--- src/rtl/branch_resolve_unit.sv ---
// Execute-stage branch resolution: decodes the branch condition, detects mispredicts and
// holds a registered fetch redirect under valid/ready. Optional counters: BRANCH_RESOLVE_STATS_EN.
module branch_resolve_unit #(
    parameter int              XLEN     = 32,
    parameter logic [XLEN-1:0] RESET_PC = XLEN'(32'h0000_2000)
) (
    input  logic            clk,
    input  logic            reset,
    input  logic            ex_valid,
    input  logic            ex_is_branch,
    input  logic            ex_is_jal,
    input  logic            ex_is_jalr,
    input  logic [2:0]      ex_funct3,
    input  logic            BrEq,
    input  logic            BrLT,
    output logic            BrUn,
    input  logic [XLEN-1:0] ex_pc,
    input  logic [XLEN-1:0] ex_target,
    input  logic            ex_pred_taken,
    input  logic            redirect_ready,
    output logic            redirect_valid,
    output logic [XLEN-1:0] redirect_pc,
    output logic            flush,
    output logic            ex_stall,
    output logic            dbgState
`ifdef BRANCH_RESOLVE_STATS_EN
    ,
    output logic [31:0]     stat_branches,
    output logic [31:0]     stat_mispredicts
`endif
);

    typedef enum logic {
        IDLE     = 1'b0,
        REDIRECT = 1'b1
    } stateT;

    stateT state;
    stateT stateNext;

    logic            condValid;
    logic            branchTaken;
    logic            taken;
    logic            forceMispredict;
    logic            canRedirect;
    logic [XLEN-1:0] takenTarget;
    logic [XLEN-1:0] pcPlus4;
    logic [XLEN-1:0] correctPc;
    logic            resolve;
    logic            mispredict;
    logic            loadRedirect;

    // funct3[1] separates the unsigned compares (BLTU/BGEU) from the signed ones.
    assign BrUn = ex_funct3[1];

    always_comb begin
        condValid   = 1'b0;
        branchTaken = 1'b0;
        case (ex_funct3)
            3'b000: begin condValid = 1'b1; branchTaken = BrEq;  end
            3'b001: begin condValid = 1'b1; branchTaken = !BrEq; end
            3'b100: begin condValid = 1'b1; branchTaken = BrLT;  end
            3'b101: begin condValid = 1'b1; branchTaken = !BrLT; end
            3'b110: begin condValid = 1'b1; branchTaken = BrLT;  end
            3'b111: begin condValid = 1'b1; branchTaken = !BrLT; end
            default: begin condValid = 1'b0; branchTaken = 1'b0; end
        endcase
    end

    // JALR outranks JAL outranks a conditional branch; JALR always redirects since
    // fetch never knows its register-based target.
    always_comb begin
        taken           = 1'b0;
        forceMispredict = 1'b0;
        canRedirect     = 1'b0;
        takenTarget     = ex_target;
        if (ex_is_jalr) begin
            taken           = 1'b1;
            forceMispredict = 1'b1;
            canRedirect     = 1'b1;
            takenTarget     = {ex_target[XLEN-1:1], 1'b0};
        end else if (ex_is_jal) begin
            taken       = 1'b1;
            canRedirect = 1'b1;
        end else if (ex_is_branch) begin
            taken       = branchTaken;
            canRedirect = condValid;
        end
    end

    assign pcPlus4   = ex_pc + XLEN'(4);
    assign correctPc = taken ? takenTarget : pcPlus4;

    assign resolve    = ex_valid & (ex_is_branch | ex_is_jal | ex_is_jalr);
    assign mispredict = resolve & canRedirect & (forceMispredict | (taken != ex_pred_taken));

    // Only resolves seen in IDLE count; in REDIRECT the execute inputs are wrong-path.
    assign loadRedirect = (state == IDLE) & mispredict;

    always_ff @(posedge clk or posedge reset) begin
        if (reset) begin
            state <= IDLE;
        end else begin
            state <= stateNext;
        end
    end

    always_comb begin
        stateNext = state;
        case (state)
            IDLE: begin
                if (mispredict) begin
                    stateNext = REDIRECT;
                end
            end
            REDIRECT: begin
                if (redirect_ready) begin
                    stateNext = IDLE;
                end
            end
            default: stateNext = IDLE;
        endcase
    end

    // Handshake: redirect_valid stays high and redirect_pc stays constant from the
    // cycle after the mispredict until a cycle with redirect_valid & redirect_ready.
    assign redirect_valid = (state == REDIRECT);
    assign ex_stall       = (state == REDIRECT);
    assign dbgState       = state;

    always_ff @(posedge clk or posedge reset) begin
        if (reset) begin
            redirect_pc <= RESET_PC;
            flush       <= 1'b0;
        end else begin
            flush <= loadRedirect;
            if (loadRedirect) begin
                redirect_pc <= correctPc;
            end
        end
    end

`ifdef BRANCH_RESOLVE_STATS_EN
    always_ff @(posedge clk or posedge reset) begin
        if (reset) begin
            stat_branches    <= 32'd0;
            stat_mispredicts <= 32'd0;
        end else begin
            if (resolve && (state == IDLE) && (stat_branches != 32'hFFFF_FFFF)) begin
                stat_branches <= stat_branches + 32'd1;
            end
            if (loadRedirect && (stat_mispredicts != 32'hFFFF_FFFF)) begin
                stat_mispredicts <= stat_mispredicts + 32'd1;
            end
        end
    end
`endif

endmodule

--- config.mk ---
export PLATFORM = sky130hd
export DESIGN_NAME = branch_resolve_unit
export DESIGN_NICKNAME = d
export VERILOG_FILES = /design/src/rtl/branch_resolve_unit.sv
export SDC_FILE = /design/constraint.sdc
export NUM_CORES = 1
export LEC_CHECK = 0
export CORE_UTILIZATION = 40
export DETAILED_ROUTE_END_ITERATION = 10
export PLACE_DENSITY = 0.78
export SLEW_MARGIN = 20
export SYNTH_ARGS = -nofsm -noshare
export SYNTH_HDL_FRONTEND = slang
export SYNTH_SLANG_ARGS = --single-unit
export TNS_END_PERCENT = 50
--- constraint.sdc ---
create_clock -name clk -period 4 [get_ports clk]
set_clock_uncertainty 0.2 [all_clocks]
set_input_delay 1 -clock clk [delete_from_list [all_inputs] [get_ports clk]]
set_output_delay 1 -clock clk [all_outputs]
set_load 0.05 [all_outputs]
Word level (Yosys, flattened, before mapping) --
Index checks and enable logic that the tools add are counted.
Storage, ports and cells: bits in registers 34, input port bits 77
Cells by class: reductions and logical operators 6, bitwise logic cells 8, multiplexer cells 14, eq/ne operators 6, $add $sub $neg 1
Operators by type and width (count):
- $add 32x3->32 const B | 1
- $mux 32 | 1
- $eq 3x3->1 const B | 4
- $mux 1 | 11
- $reduce_or 6->1 | 1
- $and 1x1->1 | 4
- $pmux 1 s4 | 1
- $reduce_or 2->1 | 2
- $eq 3x1->1 const B | 1
- $logic_not 3->1 | 1
- $or 1x1->1 | 3
- $logic_not 1->1 | 2
- $pmux 1 s2 | 1
- $ne 1x1->1 | 1
- $not 1->1 | 1

Longest topological paths before layout --
word-level depth 11, gate-level depth with buffers 7

Worst setup path before layout --
OpenSTA, ideal clock, no wires.
kind in2reg, start in ex_funct3[1], end reg redirect_pc[24], arrival time 2.477 ns, buffers on the path 1, setup slack 1.198 ns, cell stages on the path 7, library setup time 0.125 ns, cells stage by stage nor3b_1 a221oi_4 o221a_1 or2_1 buf_2 inv_1 mux2_2
On the way: longest elaborated chain between the ends 10, elaborated cells on any way between the ends 23, those cells by class eq/ne: 6; mux: 9; bitwise: 4; reduce/logical: 4
Ends and longest elaborated chain:
- start: declaration | RTL line 13 | input logic [2:0] ex_funct3,
- $eq 3x3->1 | RTL line 59 | case (ex_funct3)
- $reduce_or 2->1 (no source line)
- $pmux 1 s4 | RTL line 59
- $mux 1 | RTL line 85 | end else if (ex_is_branch) begin
- $mux 1 | RTL line 82 | end else if (ex_is_jal) begin
- $mux 1 | RTL line 77 | if (ex_is_jalr) begin
- $ne 1x1->1 | RTL line 95 | assign mispredict = resolve & canRedirect & (forceMispredict | (taken != ex_pred_taken));
- $or 1x1->1 | RTL line 95
- $and 1x1->1 * | RTL line 95
- $and 1x1->1 * | RTL line 98 | assign loadRedirect = (state == IDLE) & mispredict;
- via loadRedirect | RTL line 51 | logic loadRedirect;
- end signal: assignment | RTL line 138 | redirect_pc <= correctPc;
- end: declaration | RTL line 22 | output logic [XLEN-1:0] redirect_pc,
The timed path passes the listed nets; every way through them passes the cells marked *. A chain may end at the register's enable or synchronous reset.

Worst setup path in the final report --
start in ex_funct3[1], end out BrUn
RTL lines:
- end: declaration | RTL line 16 | output logic BrUn,
No word-level cell between the ends.

==> qor.csv <==
stage;metric;value;unit
worst_setup_path;kind of cell adding the most delay to the critical path;buffers and inverters;
cts;PostCTS Resize Cnt;0;
cts;Sink Count;34;
floorplanning;core area;5680;um2
cts;H-Tree Depth;2;
worst_setup_path;startpoint types;input port;
cts;Clock Latency Late Sink;0.29;ns
worst_setup_path;Worst path max stage delay;0.83;ns
placement;dpl hpwl;5650;um
final_layout;Sequential Area;852;um2
placement;placed inst area;3580;um2
sta;RSZ-0062 raised after global routing;no;
final_layout;Final #Nets;462;
synth;Synth Cell Area;2420;um2
sta;hold slack final;0.295;ns
floorplanning;I/O pins;114;
outcome;status;finished, final reports clean;
final_layout;fillers;510;
worst_setup_path;most used cell, CP;clkdlybuf4s50_1;
sta;Fin. Hold Viols;0;
synth;post-synth top area share;0.341;
final_layout;synthesis-to-finish area growth;52.5;%
sta;worst-margin pin slew;0.747;ns
min_path;HP Class;flop to flop;
cts;cts-stage hold buffer count;0;
synth;Post-synth EDFFs;0;
sta;setup TNS;0;ns
global_route;GRT Util Overall;0.244;
synth;Post-Syn Instances;278;
global_route;first-pass GRT wire length;12200;um
pwr;post-layout power;1.60;mW
final_layout;fin cells;457;
placement;port bufs;113;
pwr;Clk pwr share;0.195;
synth;sequential share of the synthesized area;0.352;
floorplanning;Die Height;79.8;um
route;WL per Instance;16.6;um
floorplanning;Starting Density;0.427;
floorplanning;full die area;6370;um2
cts;maximum root-to-sink buffer count;2;
cts;root buf cell;clkbuf_8;
global_route;initial antenna violation count;0;
pwr;sw frac;0.434;
worst_setup_path;Slowest cell on crit path;clkdlybuf4s50_1;
worst_setup_path;Worst EP arrival;2.36;ns
worst_setup_path;Crit. End Element;output port;
synth;Area contributors post-synth;dfrtp_1 34%, o21ai_0 6.8%, mux2i_1 5.4%;
synth;Ys Warns;0;
route;Post-Route WL;7570;um
cts;TritonCTS clock tree;done;
synth;Syn Area/Cell;8.71;um2
sta;Final setup violation count;0;
route;Routed Antenna Nets;0;
final_layout;post-route design area;3690;um2
cts;Post-CTS Repair Setup Buffers;0;
worst_setup_path;WP buf/inv;2;
global_route;GRT overflow;0;
sta;Slew headroom;0.502;
pwr;combinational share of power;0.507;
sta;Slew Limit Fails;0;
pwr;Seq pwr share;0.298;
worst_setup_path;Worst Path Required;2.80;ns
global_route;via count of the first global-routing pass;2520;
synth;syn_nets;356;
route;drt first pass iters;4;
pwr;pwr dens;434;nW/um2
synth;Synth Register Bits;34;
cts;Clk pin slew, worst setup/hold paths;0.07;ns
worst_setup_path;peak fanout along the critical path;4;
placement;Cells after DPL;449;
synth;most common flop cell mapped by yosys;dfrtp_1;
cts;TritonCTS buffer count;5;
final_layout;multi-input logic area;1410;um2
sta;Period minus WS final;3.56;ns
worst_setup_path;worst setup path category;input port to output port;
route;DRC viols;0;
synth;synth unique cells;49;
floorplanning;cell row count;27;
synth;async set-reset flop share out of synthesis;1.00;
placement;placer congestion estimate;0.833;
floorplanning;Chip Width;79.8;um
sta;Max Freq;0.281;GHz
pwr;leakage;1.41;nW
sta;Tcrit/Tclk final;0.890;
pwr;sw power;0.695;mW
route;Vias/cell;5.71;
final_layout;# diodes;0;
run;Max Cap Violations;0;
pwr;Internal;0.908;mW
synth;Synth area leader;dfrtp_1;
route;via count;2609;
pwr;worst vdd ir;0.224;mV
worst_setup_path;CP cell instances;clkdlybuf4s50_1 > clkdlybuf4s50_1;
global_route;largest net degree at the start of global routing;35;
final_layout;fraction of layout instances using a drive strength above 1;0.0753;
route;Iteration-0 DRC Markers;218;
## cell families after synthesis
kind of cell / synth area share
flip-flops: 0.352
AND/OR/NAND/NOR: 0.228
multiplexers: 0.0584
buffers and inverters: 0.0641
XOR/XNOR: 0.0506
adder cells (fa/ha/maj): 0.00517
AO/OA/AOI/OAI: 0.241
## synthesized netlist by cell type (2+ instances only)
cell	number
and2_1	4
or3_1	2
nor4_2	3
mux2i_1	13
inv_1	9
o21ai_1	16
o21ai_0	33
dfrtp_1	33
nand2b_1	2
o21a_1	3
clkbuf_1	10
nor4_1	9
o31a_1	11
xnor2_1	8
buf_4	3
nor2_1	17
buf_2	7
nor3_1	17
xor2_1	6
and4_1	3
o31ai_1	15
a31oi_1	2
nand4_1	7
nand2_1	13
nand3_1	5
and3_1	3
a21oi_1	2
## through the flow
stage | worst slack [ns] | util
CTS | 0.443 | 0.650
global route | 0.412 | 0.650
finish | 0.442 | 0.650
detailed placement | 0.447 | 0.631
floorplan | 1.20 | -
global placement | 0.475 | 0.631
## layout make-up
type / count / area share
Clock buffer: 8 / 0.0298
Inverter: 9 / 0.00915
Timing Repair Buffer: 121 / 0.323
Sequential cell: 34 / 0.231
Multi-Input combinational cell: 213 / 0.383
Tap cell: 72 / 0.0244
## placed cells by master, fill, tap and decap left out, types with 2 or more instances in the layout
master | Yosys | routed
clkdlybuf4s50_1 | 0 | 113
o21ai_0 | 33 | 33
dfrtp_1 | 33 | 33
nor2_1 | 17 | 17
nor3_1 | 17 | 17
o21ai_1 | 16 | 16
o31ai_1 | 15 | 15
nand2_1 | 13 | 13
mux2i_1 | 13 | 13
o31a_1 | 11 | 11
inv_1 | 9 | 9
nor4_1 | 9 | 9
xnor2_1 | 8 | 8
clkbuf_8 | 0 | 8
buf_4 | 3 | 8
nand4_1 | 7 | 7
xor2_1 | 6 | 6
nand3_1 | 5 | 5
and2_1 | 4 | 4
and4_1 | 3 | 3
and3_1 | 3 | 3
o21a_1 | 3 | 3
nor4_2 | 3 | 3
nand2b_1 | 2 | 2
a31oi_1 | 2 | 2
or3_1 | 2 | 2
a21oi_1 | 2 | 2
## worst paths after layout
check                      cells past startpoint              end             from  slack [ns]
min reg2reg                                    2  redirect_pc[13]  redirect_pc[13]        0.29
max reg2reg                                    5  redirect_pc[15]         dbgState        2.00
min in group asynchronous                      3  redirect_pc[24]            reset        0.92
max in group asynchronous                      3  redirect_pc[13]            reset        2.34
max                                            2             BrUn     ex_funct3[1]        0.44
min                                            2  redirect_pc[13]  redirect_pc[13]        0.29
## state kept, by name, summed over array words and instances, names as in the netlist
| register | cells |
|---|---|
| dbgState | 1 |
| redirect_pc | 32 |
| flush | 1 |
## per-layer routing
layer,global-route usage,vias to the layer above,wire length (um)
li1,-,1254,-
met1,0.313,1244,3250
met2,0.422,99,3700
met3,0.0457,12,516
met4,0.0536,0,101
met5,0,-,0
## power groups by stage
stage / combinational, mW / clock, mW / sequential [mW]
floorplan: 0.184 / 0 / 0.791
CTS: 0.817 / 0.314 / 0.477
global placement: 0.805 / 0 / 0.480
global route: 0.855 / 0.326 / 0.486
finish: 0.813 / 0.313 / 0.477
detailed placement: 0.815 / 0 / 0.482
Note: power is estimated with default switching activity, not from simulation.
==> patch: new RTL, same settings <==
Build with the macro `BRANCH_RESOLVE_STATS_EN` defined.
--- a/src/rtl/branch_resolve_unit.sv
+++ b/src/rtl/branch_resolve_unit.sv
@@ -1,5 +1,7 @@
 // Execute-stage branch resolution: decodes the branch condition, detects mispredicts and
 // holds a registered fetch redirect under valid/ready. Optional counters: BRANCH_RESOLVE_STATS_EN.
+`define BRANCH_RESOLVE_STATS_EN
+
 module branch_resolve_unit #(
     parameter int              XLEN     = 32,
     parameter logic [XLEN-1:0] RESET_PC = XLEN'(32'h0000_2000)
Formal check against the unedited RTL (old outputs only; new: stat_branches and stat_mispredicts): equivalent (equiv_simple and equiv_induct, registers matched by name and starting in step).
==> patch against the original RTL <==
Die area is 120% higher; critical path type is now input port to flop; power is 120% higher; final area is 110% higher; maximum frequency is 7.6% higher; synthesized area is 120% higher; worst setup slack better by 250 ps; critical endpoint is now stat_mispredicts[22]; largest cell class unchanged; combinational power is 69% higher; sequential cell count is 64 higher; sequential power grew to 2.8 times the old value; routed wire length is 85% higher.
==> patch: results (changes against the original RTL) <==
- The met3 track demand over resource is 0.0711 (was 0.0457).
- The root buffer cell is clkbuf_16 (was clkbuf_8).
- The via count of the first global-routing pass came to 4690 (was 2520).
- The post-synthesis cell type count was 45 (was 49).
- The count of routing violations after the opening detailed-route iteration is 178 (was 218).
- The number of search-and-repair iterations in the first detailed-routing pass was 5 (was 4).
- The met2 routing resource usage after global routing was 0.363 (was 0.422).
- The met1 track demand over resource in global routing was 0.257 (was 0.313).
- The end point of the critical path is stat_mispredicts[22] (was BrUn).
- The logic depth of the worst register-to-register path came to 6 (was 5).
- The worst flop-to-flop path startpoint is stat_mispredicts[0] (was dbgState).
- The number of nets produced by synthesis is 629 (was 356).
- The total via count in the routed design was 4680 (was 2609).
- The overall fraction of global-route tracks in use is 0.216 (was 0.244).
- The post-detailed-route wirelength per cell came to 15.5 microns (was 16.6 microns).
- The instance area at placement was 7280 sq um (was 3580 sq um).
- The number of nets in the final layout is 805 (was 462).
- The met2 wire length was 6.63 mm (was 3.70 mm).
- The total of fill cells in the finished design is 1087 (was 510).
- The met1 wire length is 5.86 mm (was 3.25 mm).
- The ratio of cells with drive above 1 in the final layout is 0.0534 (was 0.0753).
- Outcome: finished, final reports clean (unchanged).
- The area added between synthesis and finish is 43.2% (was 52.5%).
- The count of input and output buffers is 177 (was 113).
- The minimum setup slack among reg-to-reg paths was 1160 ps (was 2000 ps).
==> patch: changes by cell type in the layout (fill, tap and decap cells not counted), moves of 15 or more <==
cell             delta
xor2_1             +25
nor2_1             +19
nand2_1            +56
nand4_1            +26
o21ai_1            -15
nand3_1            +35
xnor2_1            +52
dfrtp_1            +64
clkdlybuf4s50_1    +63
==> patch: stage by stage <==
stage / instances / util / hold slack (ps) / power, mW / setup WS, ps
floorplan: 549 / - / 388 / 2.17 / 240
global placement: 886 / 0.570 / 261 / 2.69 / 399
detailed placement: 886 / 0.570 / 269 / 2.71 / 347
CTS: 902 / 0.594 / 283 / 3.64 / 711
global route: 902 / 0.594 / 294 / 3.76 / 577
finish: 902 / 0.594 / 279 / 3.60 / 694
==> patch: area by class of cell <==
type	count	area share
well taps	172	0.0284
clock buffers	13	0.0317
multi-input cells	420	0.357
inverters	13	0.00676
flip-flops and latches	98	0.323
clock inverters	3	0.00858
repair buffers	183	0.244
==> patch: worst max-delay path, stage by stage <==
cell and delay, ps:
clkdlybuf4s50_1 650, or3_1 180, and2_1 200, o21ai_1 160, or4_4 680, nor4_2 330
xor2_1 170
==> patch: where the power goes <==
group          internal [mW]  total (mW)  leakage (nW)  switching, mW
clock network          0.548       0.912         0.148          0.364
logic                  0.484        1.37          1.64          0.884
registers               1.16        1.32          1.27          0.164
==> patch: kinds of logic after synthesis <==
group	Yosys count	synth area share
AND/OR/NAND/NOR	248	0.249
flip-flops	98	0.463
XOR/XNOR	91	0.150
AO/OA/AOI/OAI	53	0.0564
buffers and inverters	31	0.0260
multiplexers	25	0.0477
adder cells (fa/ha/maj)	3	0.00708
